<file path="config.mk">
export PLATFORM = sky130hd
export DESIGN_NAME = multicycle_control
export DESIGN_NICKNAME = d
export VERILOG_FILES = /design/src/rtl/multicycle_control.sv
export SDC_FILE = /design/constraint.sdc
export NUM_CORES = 1
export LEC_CHECK = 0
export ABC_AREA = 1
export CAP_MARGIN = 20
export CORE_MARGIN = 2
export CORE_UTILIZATION = 34
export CTS_CLUSTER_SIZE = 8
export DETAILED_ROUTE_END_ITERATION = 12
export HOLD_SLACK_MARGIN = 0.08
export PLACE_DENSITY = 0.9
export SYNTH_ARGS = -nofsm -noshare
export SYNTH_HDL_FRONTEND = slang
export SYNTH_SLANG_ARGS = --single-unit
</file>
<file path="constraint.sdc">
create_clock -name clk -period 3.5 [get_ports clk]
set_clock_uncertainty 0.15 [all_clocks]
set_input_delay 0.7 -clock clk [delete_from_list [all_inputs] [get_ports clk]]
set_output_delay 0.7 -clock clk [all_outputs]
set_load 0.01 [all_outputs]
</file>
<file path="src/rtl/multicycle_control.sv">
// Multicycle RV32 control FSM: IF/ID/EX/MEM/WB/HALT sequencing with
// memory handshake stalls and ECALL-driven halt.
module multicycle_control #(
  parameter logic [31:0] HALT_CODE = 32'd10
) (
  input  logic        clk,
  input  logic        reset,
  input  logic [6:0]  opcode,
  input  logic        bcond,
  input  logic [31:0] x17_value,
  input  logic        mem_ready,
  output logic        mem_read,
  output logic        mem_write,
  output logic        i_or_d,
  output logic        ir_write,
  output logic        reg_write,
  output logic        pc_write,
  output logic        alu_src_a,
  output logic [1:0]  alu_src_b,
  output logic [1:0]  alu_op,
  output logic [1:0]  mem_to_reg,
  output logic [1:0]  pc_source,
  output logic        is_halted,
  output logic [2:0]  state
);

  typedef enum logic [2:0] {
    S_IF   = 3'd0,
    S_ID   = 3'd1,
    S_EX   = 3'd2,
    S_MEM  = 3'd3,
    S_WB   = 3'd4,
    S_HALT = 3'd5
  } state_e;

  localparam logic [6:0] OP_R     = 7'b0110011;
  localparam logic [6:0] OP_I     = 7'b0010011;
  localparam logic [6:0] OP_LD    = 7'b0000011;
  localparam logic [6:0] OP_ST    = 7'b0100011;
  localparam logic [6:0] OP_BR    = 7'b1100011;
  localparam logic [6:0] OP_JAL   = 7'b1101111;
  localparam logic [6:0] OP_JALR  = 7'b1100111;
  localparam logic [6:0] OP_ECALL = 7'b1110011;

  state_e state_q, state_d;

  logic is_r, is_i, is_ld, is_st, is_br, is_jal, is_jalr;
  logic is_ecall, is_known;

  logic       mr_c, mw_c, iod_c, irw_c, rw_c, pcw_c, asa_c, hlt_c;
  logic [1:0] asb_c, aop_c, m2r_c, pcs_c;

  assign is_r     = (opcode == OP_R);
  assign is_i     = (opcode == OP_I);
  assign is_ld    = (opcode == OP_LD);
  assign is_st    = (opcode == OP_ST);
  assign is_br    = (opcode == OP_BR);
  assign is_jal   = (opcode == OP_JAL);
  assign is_jalr  = (opcode == OP_JALR);
  assign is_ecall = (opcode == OP_ECALL);
  assign is_known = is_r | is_i | is_ld | is_st
                  | is_br | is_jal | is_jalr;

  always_ff @(posedge clk) begin
    if (!reset) state_q <= S_IF;
    else        state_q <= state_d;
  end

  always_comb begin
    state_d = S_IF;
    mr_c  = 1'b0;
    mw_c  = 1'b0;
    iod_c = 1'b0;
    irw_c = 1'b0;
    rw_c  = 1'b0;
    pcw_c = 1'b0;
    asa_c = 1'b0;
    hlt_c = 1'b0;
    asb_c = 2'd0;
    aop_c = 2'd0;
    m2r_c = 2'd0;
    pcs_c = 2'd0;
    unique case (state_q)
      S_IF: begin
        mr_c    = 1'b1;
        irw_c   = mem_ready;
        state_d = mem_ready ? S_ID : S_IF;
      end
      S_ID: begin
        asb_c = 2'd1;
        if (is_ecall && x17_value == HALT_CODE) begin
          state_d = S_HALT;
        end else if (is_known) begin
          state_d = S_EX;
        end else begin
          pcw_c = 1'b1;
        end
      end
      S_EX: begin
        unique case (1'b1)
          is_r: begin
            asa_c   = 1'b1;
            aop_c   = 2'd2;
            state_d = S_WB;
          end
          is_i: begin
            asa_c   = 1'b1;
            asb_c   = 2'd1;
            aop_c   = 2'd2;
            state_d = S_WB;
          end
          is_ld, is_st: begin
            asa_c   = 1'b1;
            asb_c   = 2'd1;
            state_d = S_MEM;
          end
          is_br: begin
            asa_c = 1'b1;
            aop_c = 2'd1;
            pcw_c = 1'b1;
            pcs_c = bcond ? 2'd1 : 2'd0;
          end
          is_jal: begin
            rw_c  = 1'b1;
            m2r_c = 2'd2;
            pcw_c = 1'b1;
            pcs_c = 2'd1;
          end
          is_jalr: begin
            asa_c = 1'b1;
            asb_c = 2'd1;
            rw_c  = 1'b1;
            m2r_c = 2'd2;
            pcw_c = 1'b1;
            pcs_c = 2'd2;
          end
          default: pcw_c = 1'b1;
        endcase
      end
      S_MEM: begin
        iod_c = 1'b1;
        // store strobes only on the completing cycle: one write per instr
        if (is_st) begin
          mw_c    = mem_ready;
          pcw_c   = mem_ready;
          state_d = mem_ready ? S_IF : S_MEM;
        end else if (is_ld) begin
          mr_c    = 1'b1;
          state_d = mem_ready ? S_WB : S_MEM;
        end else begin
          pcw_c = 1'b1;
        end
      end
      S_WB: begin
        rw_c  = 1'b1;
        m2r_c = is_ld ? 2'd1 : 2'd0;
        pcw_c = 1'b1;
      end
      S_HALT: begin
        hlt_c   = 1'b1;
        state_d = S_HALT;
      end
      default: state_d = S_IF;
    endcase
  end

  assign mem_read   = reset & mr_c;
  assign mem_write  = reset & mw_c;
  assign i_or_d     = reset & iod_c;
  assign ir_write   = reset & irw_c;
  assign reg_write  = reset & rw_c;
  assign pc_write   = reset & pcw_c;
  assign alu_src_a  = reset & asa_c;
  assign alu_src_b  = reset ? asb_c : 2'd0;
  assign alu_op     = reset ? aop_c : 2'd0;
  assign mem_to_reg = reset ? m2r_c : 2'd0;
  assign pc_source  = reset ? pcs_c : 2'd0;
  assign is_halted  = reset & hlt_c;
  assign state      = state_q;

endmodule
</file>
# ---- Word-level counts from Yosys, hierarchy flattened
# Index checks and enable logic that the tools add are counted.
dict set report classes {
  n_eq_ne 14
  mux 41
  bitwise_logic 14
  n_reduce_logical 8
}
# operator count
set ops {}
lappend ops {{$eq 32x4->1 const B} 1}
lappend ops {{$eq 7x7->1 const B} 4}
lappend ops {{$mux 1} 19}
lappend ops {{$mux 2} 9}
lappend ops {{$pmux 3 s5} 1}
lappend ops {{$eq 7x6->1 const B} 2}
lappend ops {{$mux 3} 4}
lappend ops {{$and 1x1->1} 8}
lappend ops {{$pmux 2 s2} 2}
lappend ops {{$reduce_or 4->1} 2}
lappend ops {{$eq 7x2->1 const B} 1}
lappend ops {{$eq 7x5->1 const B} 1}
lappend ops {{$eq 3x2->1 const B} 2}
lappend ops {{$eq 3x3->1 const B} 2}
lappend ops {{$or 1x1->1} 6}
lappend ops {{$pmux 1 s2} 3}
lappend ops {{$pmux 2 s3} 1}
lappend ops {{$pmux 3 s2} 1}
lappend ops {{$reduce_or 2->1} 3}
lappend ops {{$reduce_or 6->1} 1}
lappend ops {{$pmux 1 s4} 1}
lappend ops {{$eq 3x1->1 const B} 1}
lappend ops {{$logic_not 3->1} 1}
lappend ops {{$logic_and 1x1->1} 1}
dict set report totals {
  reg_bits 3
  in_bits 43
  output_inout_bits 19
}

# ---- Longest topological paths before layout
dict set report logic_depth {
  depth_word 11
  mapped_depth 11
}

# ---- Least setup slack after synthesis
# No wires, ideal clock.
dict set report synth_path {
  path_kind {input to output}
  start {in opcode[1]}
  end {out pc_write}
  arrival_time_ns 1.529
  t_required_ns 2.650
  slack_ns 1.121
  path_stages 11
  path_buffers 0
  cell_sequence {nand2_1 > inv_2 > nand2_1 > inv_2 > nand2_1 > nand2_2 > nand2_1 > a21oi_2 > nand3_1 > nand2_1 > inv_1}
}
dict set report synth_between {
  elab_chain_len 11
  elab_cells_between_ends 23
  classes_between {eq/ne: 8; mux: 6; bitwise: 7; reduce/logical: 2}
}
# element line_no
set synth_lines {}
lappend synth_lines {{start: declaration} 8} ;# input logic [6:0] opcode,
lappend synth_lines {{$eq 7x6->1 or $eq 7x5->1 (tied branches)} {53, 54}}
lappend synth_lines {{$or 1x1->1 (3 in series)} 61} ;# assign is_known = is_r | is_i | is_ld | is_st
lappend synth_lines {{$or 1x1->1 (3 in series)} 62} ;# | is_br | is_jal | is_jalr;
lappend synth_lines {{$mux 1} 93} ;# end else if (is_known) begin
lappend synth_lines {{$mux 1} 91} ;# if (is_ecall && x17_value == HALT_CODE) begin
lappend synth_lines {{$pmux 1 s4 (*)} 83} ;# unique case (state_q)
lappend synth_lines {{$and 1x1->1 (*)} 172} ;# assign pc_write = reset & pcw_c;
lappend synth_lines {{end: declaration} 17} ;# output logic pc_write,
# Every way passes the cells marked *; elsewhere a longest branch is shown, timed or not.

# ---- Worst setup path in the final report
dict set report layout_path {
  start {in opcode[5]}
  end {out alu_src_b[0]}
}
dict set report layout_between {
  elab_chain_len 5
  elab_cells_between_ends 8
  classes_between {eq/ne: 4; mux: 3; reduce/logical: 1}
}
# element line_no
set layout_lines {}
lappend layout_lines {{$eq 7x5->1, or another cell as far along} 54} ;# assign is_i = (opcode == OP_I);
lappend layout_lines {{$reduce_or 4->1 (no source line) (*)} --}
lappend layout_lines {{$mux 1 (*)} 100} ;# unique case (1'b1)
lappend layout_lines {{$pmux 1 s2 (*)} 83}
lappend layout_lines {{$mux 2 (*)} 174} ;# assign alu_src_b = reset ? asb_c : 2'd0;
lappend layout_lines {{end: declaration} 19} ;# output logic [1:0] alu_src_b,
# Marked as above.

==> run summary <==
Syn. warnings -> 0
Die Ht -> 50 um
status -> completed
1st-pass router iterations -> 4
leading area contributor after synthesis -> nor2_1
Synth Area in XOR/XNOR -> 0%
Site Rows -> 16
Final Critical Period -> 3.38 ns
Max IR drop VDD -> 0.132 mV
share of cells above drive strength 1 -> 11.8%
Slew Limit Fails -> 0
number of distinct library cells after synthesis -> 23
Diodes inserted -> 0
Compound-Gate Fraction of Synth Area -> 10.4%
Mean Syn Cell Area -> 4.89 um^2
Seq/Total Area, Yosys -> 8.35%
Detailed Route Iter0 Violations -> 22
largest net degree at the start of global routing -> 9
Wirelength per Cell -> 10.7 um
worst hold path type -> reg -> reg
Clk pin slew, worst setup/hold paths -> 0.04 ns
# Max-Cap Violations -> 0
leakage power -> 0.584 nW
Post-route DRC -> 0
Clock Latency Late Sink -> 0.24 ns
hold depth -> 4
DR vias/cell -> 4.78
clock root buffer master -> clkbuf_4
via total after detailed routing -> 1137
critical path class -> in -> out
Synth Area in Simple Gates -> 69.7%
largest family of logic cells by synthesized area -> simple AND/OR/NAND/NOR gates
Peak Freq -> 296 MHz
Power Density -> 141 mW/mm^2
NumNets Final -> 255
Syn Nets -> 190
Worst Reg-to-Reg Cells -> 6
Synth Flop Type -> dfxtp_1
Hold Buf Count CTS -> 0
initial antenna violation count -> 0
share of the synthesized area in the top cell type -> 25.0%
asr flop ratio synth -> 0%
Pwr Total -> 0.000196 W
Cells after Synth -> 147
startpoint types -> input pin
RePlAce Congestion -> 0.870
DRT antenna net count -> 0
Die W -> 50 um
final wirelength -> 2550 um
most frequent CP cell -> clkdlybuf4s50_1
post-route clock period utilization -> 96.5%
vias in the first global route -> 1107
mux cell area share after synthesis -> 0%
Worst Path Required -> 2.65 ns
Final Setup Violations -> 0
crit end category -> output port
Final Hold Fails -> 0
area grow syn2layout -> 92.9%
RSZ-0062 raised after global routing -> no
Core ar. -> 0.00198 mm^2
die area -> 0.00250 mm^2
post-synthesis adder-cell area fraction -> 0%
clock tree buffer depth -> 2
Yosys reg bits -> 3
Setup TNS -> 0 ns
TritonCTS clock tree -> built
# IOs -> 62
crit path max fanout -> 5
max FFs per register -> 3
GRT Resource Usage Total -> 21.5%
global-route wire length before repair -> 4330 um
Post-Syn Area -> 719 um^2
Post-synth top cells -> 48 x nor2_1, 30 x nand2_1, 11 x inv_1, 10 x nand3_1, 7 x inv_2
Initial Utilization -> 36.3%
ranking of synthesized cells by area -> nor2_1 25%, nand2_1 16%, dfxtp_1 8.3%, nand3_1 7.0%, inv_1 5.7%
grt ovf -> 0
Detail Placement HPWL -> 2160 um
Crit path largest cell delay -> 0.58 ns
total CTS buffers -> 3
top-count cell post-synth -> nor2_1
clock sinks -> 3
Worst EP arrival -> 2.53 ns
CP max stage cell -> clkdlybuf4s50_1
Post-synth EDFFs -> 0
H-tree depth -> 1
Buffers on Ports -> 60
CP cell instances -> clkdlybuf4s50_1 > inv_2 > nor3_2 > nand2_2 > nand2_1 > o21ai_1 > a21oi_1 > clkdlybuf4s50_1
-- per-stage QoR --
stage / instance area (um^2) / std cells / worst slack [ns] / hold WS [ns] / util [%]
after floorplan: 719 / 147 / 1.12 / 0.503 / -
after global placement: 1350 / 234 / 0.120 / 0.511 / 68.3
after detailed placement: 1350 / 234 / 0.0461 / 0.523 / 68.3
after CTS: 1380 / 238 / 0.0413 / 0.532 / 69.6
after global routing: 1390 / 238 / 0.0207 / 0.595 / 70.0
final: 1390 / 238 / 0.123 / 0.541 / 70.0
-- layout make-up --
class	count	area, um^2
clock buffer	4	26.3
fill	184	594
inverter	19	71.3
multi-input combinational	124	581
sequential	3	60.1
tap	27	33.8
timing repair buffer	61	616
-- metal layers --
| layer | vias up | track usage [%] | share of wire, % |
|---|---|---|---|
| met5 | - | 0 | 0 |
| met3 | 2 | 5.45 | 7.2 |
| li1 | 595 | - | - |
| met4 | 0 | 4.17 | 0.63 |
| met2 | 57 | 39.9 | 51 |
| met1 | 483 | 24.2 | 41 |
-- placed cells by master, fill, tap and decap left out, types with 2 or more instances in the layout --
cell	netlist	final
clkbuf_4	0	3
nand2_2	2	2
nand3_1	10	10
nand2_1	30	30
nand4_1	4	4
inv_1	11	11
inv_2	7	7
clkdlybuf4s50_1	0	57
nor2_1	48	48
dlymetal6s2s_1	0	3
a21oi_1	6	6
nor3_1	4	4
nor3_2	3	3
o21ai_0	2	2
dfxtp_1	3	3
o21ai_1	3	3
nand3_2	2	2
nor2_2	4	4
-- timing repair --
action,in CTS,in global routing
setup endpoints to repair,0,4
gates resized for setup,0,3
hold endpoints to repair,0,0
setup buffers,0,0
-- path summary, 6_finish.rpt --
kind	startpoint	endpoint	slack [ns]
worst min register to register	state[2]	state[0]	0.54
worst min-delay path	state[2]	state[0]	0.54
worst max-delay path	opcode[5]	alu_src_b[0]	0.12
worst max register to register	state[0]	state[1]	2.03
-- report_power, final --
part	internal, W	switching, W
Sequential	0.0000351	0.00000131
Combinational	0.0000576	0.0000386
Clock	0.0000429	0.0000205
Total	0.000136	0.0000604
-- critical path, delay by kind of cell --
family	cells	cell delay, ns
and+or+nand+nor	3	0.37
AOI/OAI and AO/OA	2	0.25
buffers and inverters	3	1.21
-- cells by family after synthesis --
logic type             Yosys count
AND/OR/NAND/NOR                110
other                            1
buffers and inverters           20
flip-flops                       3
AO/OA/AOI/OAI                   13
(Power assumes the default switching activity.)
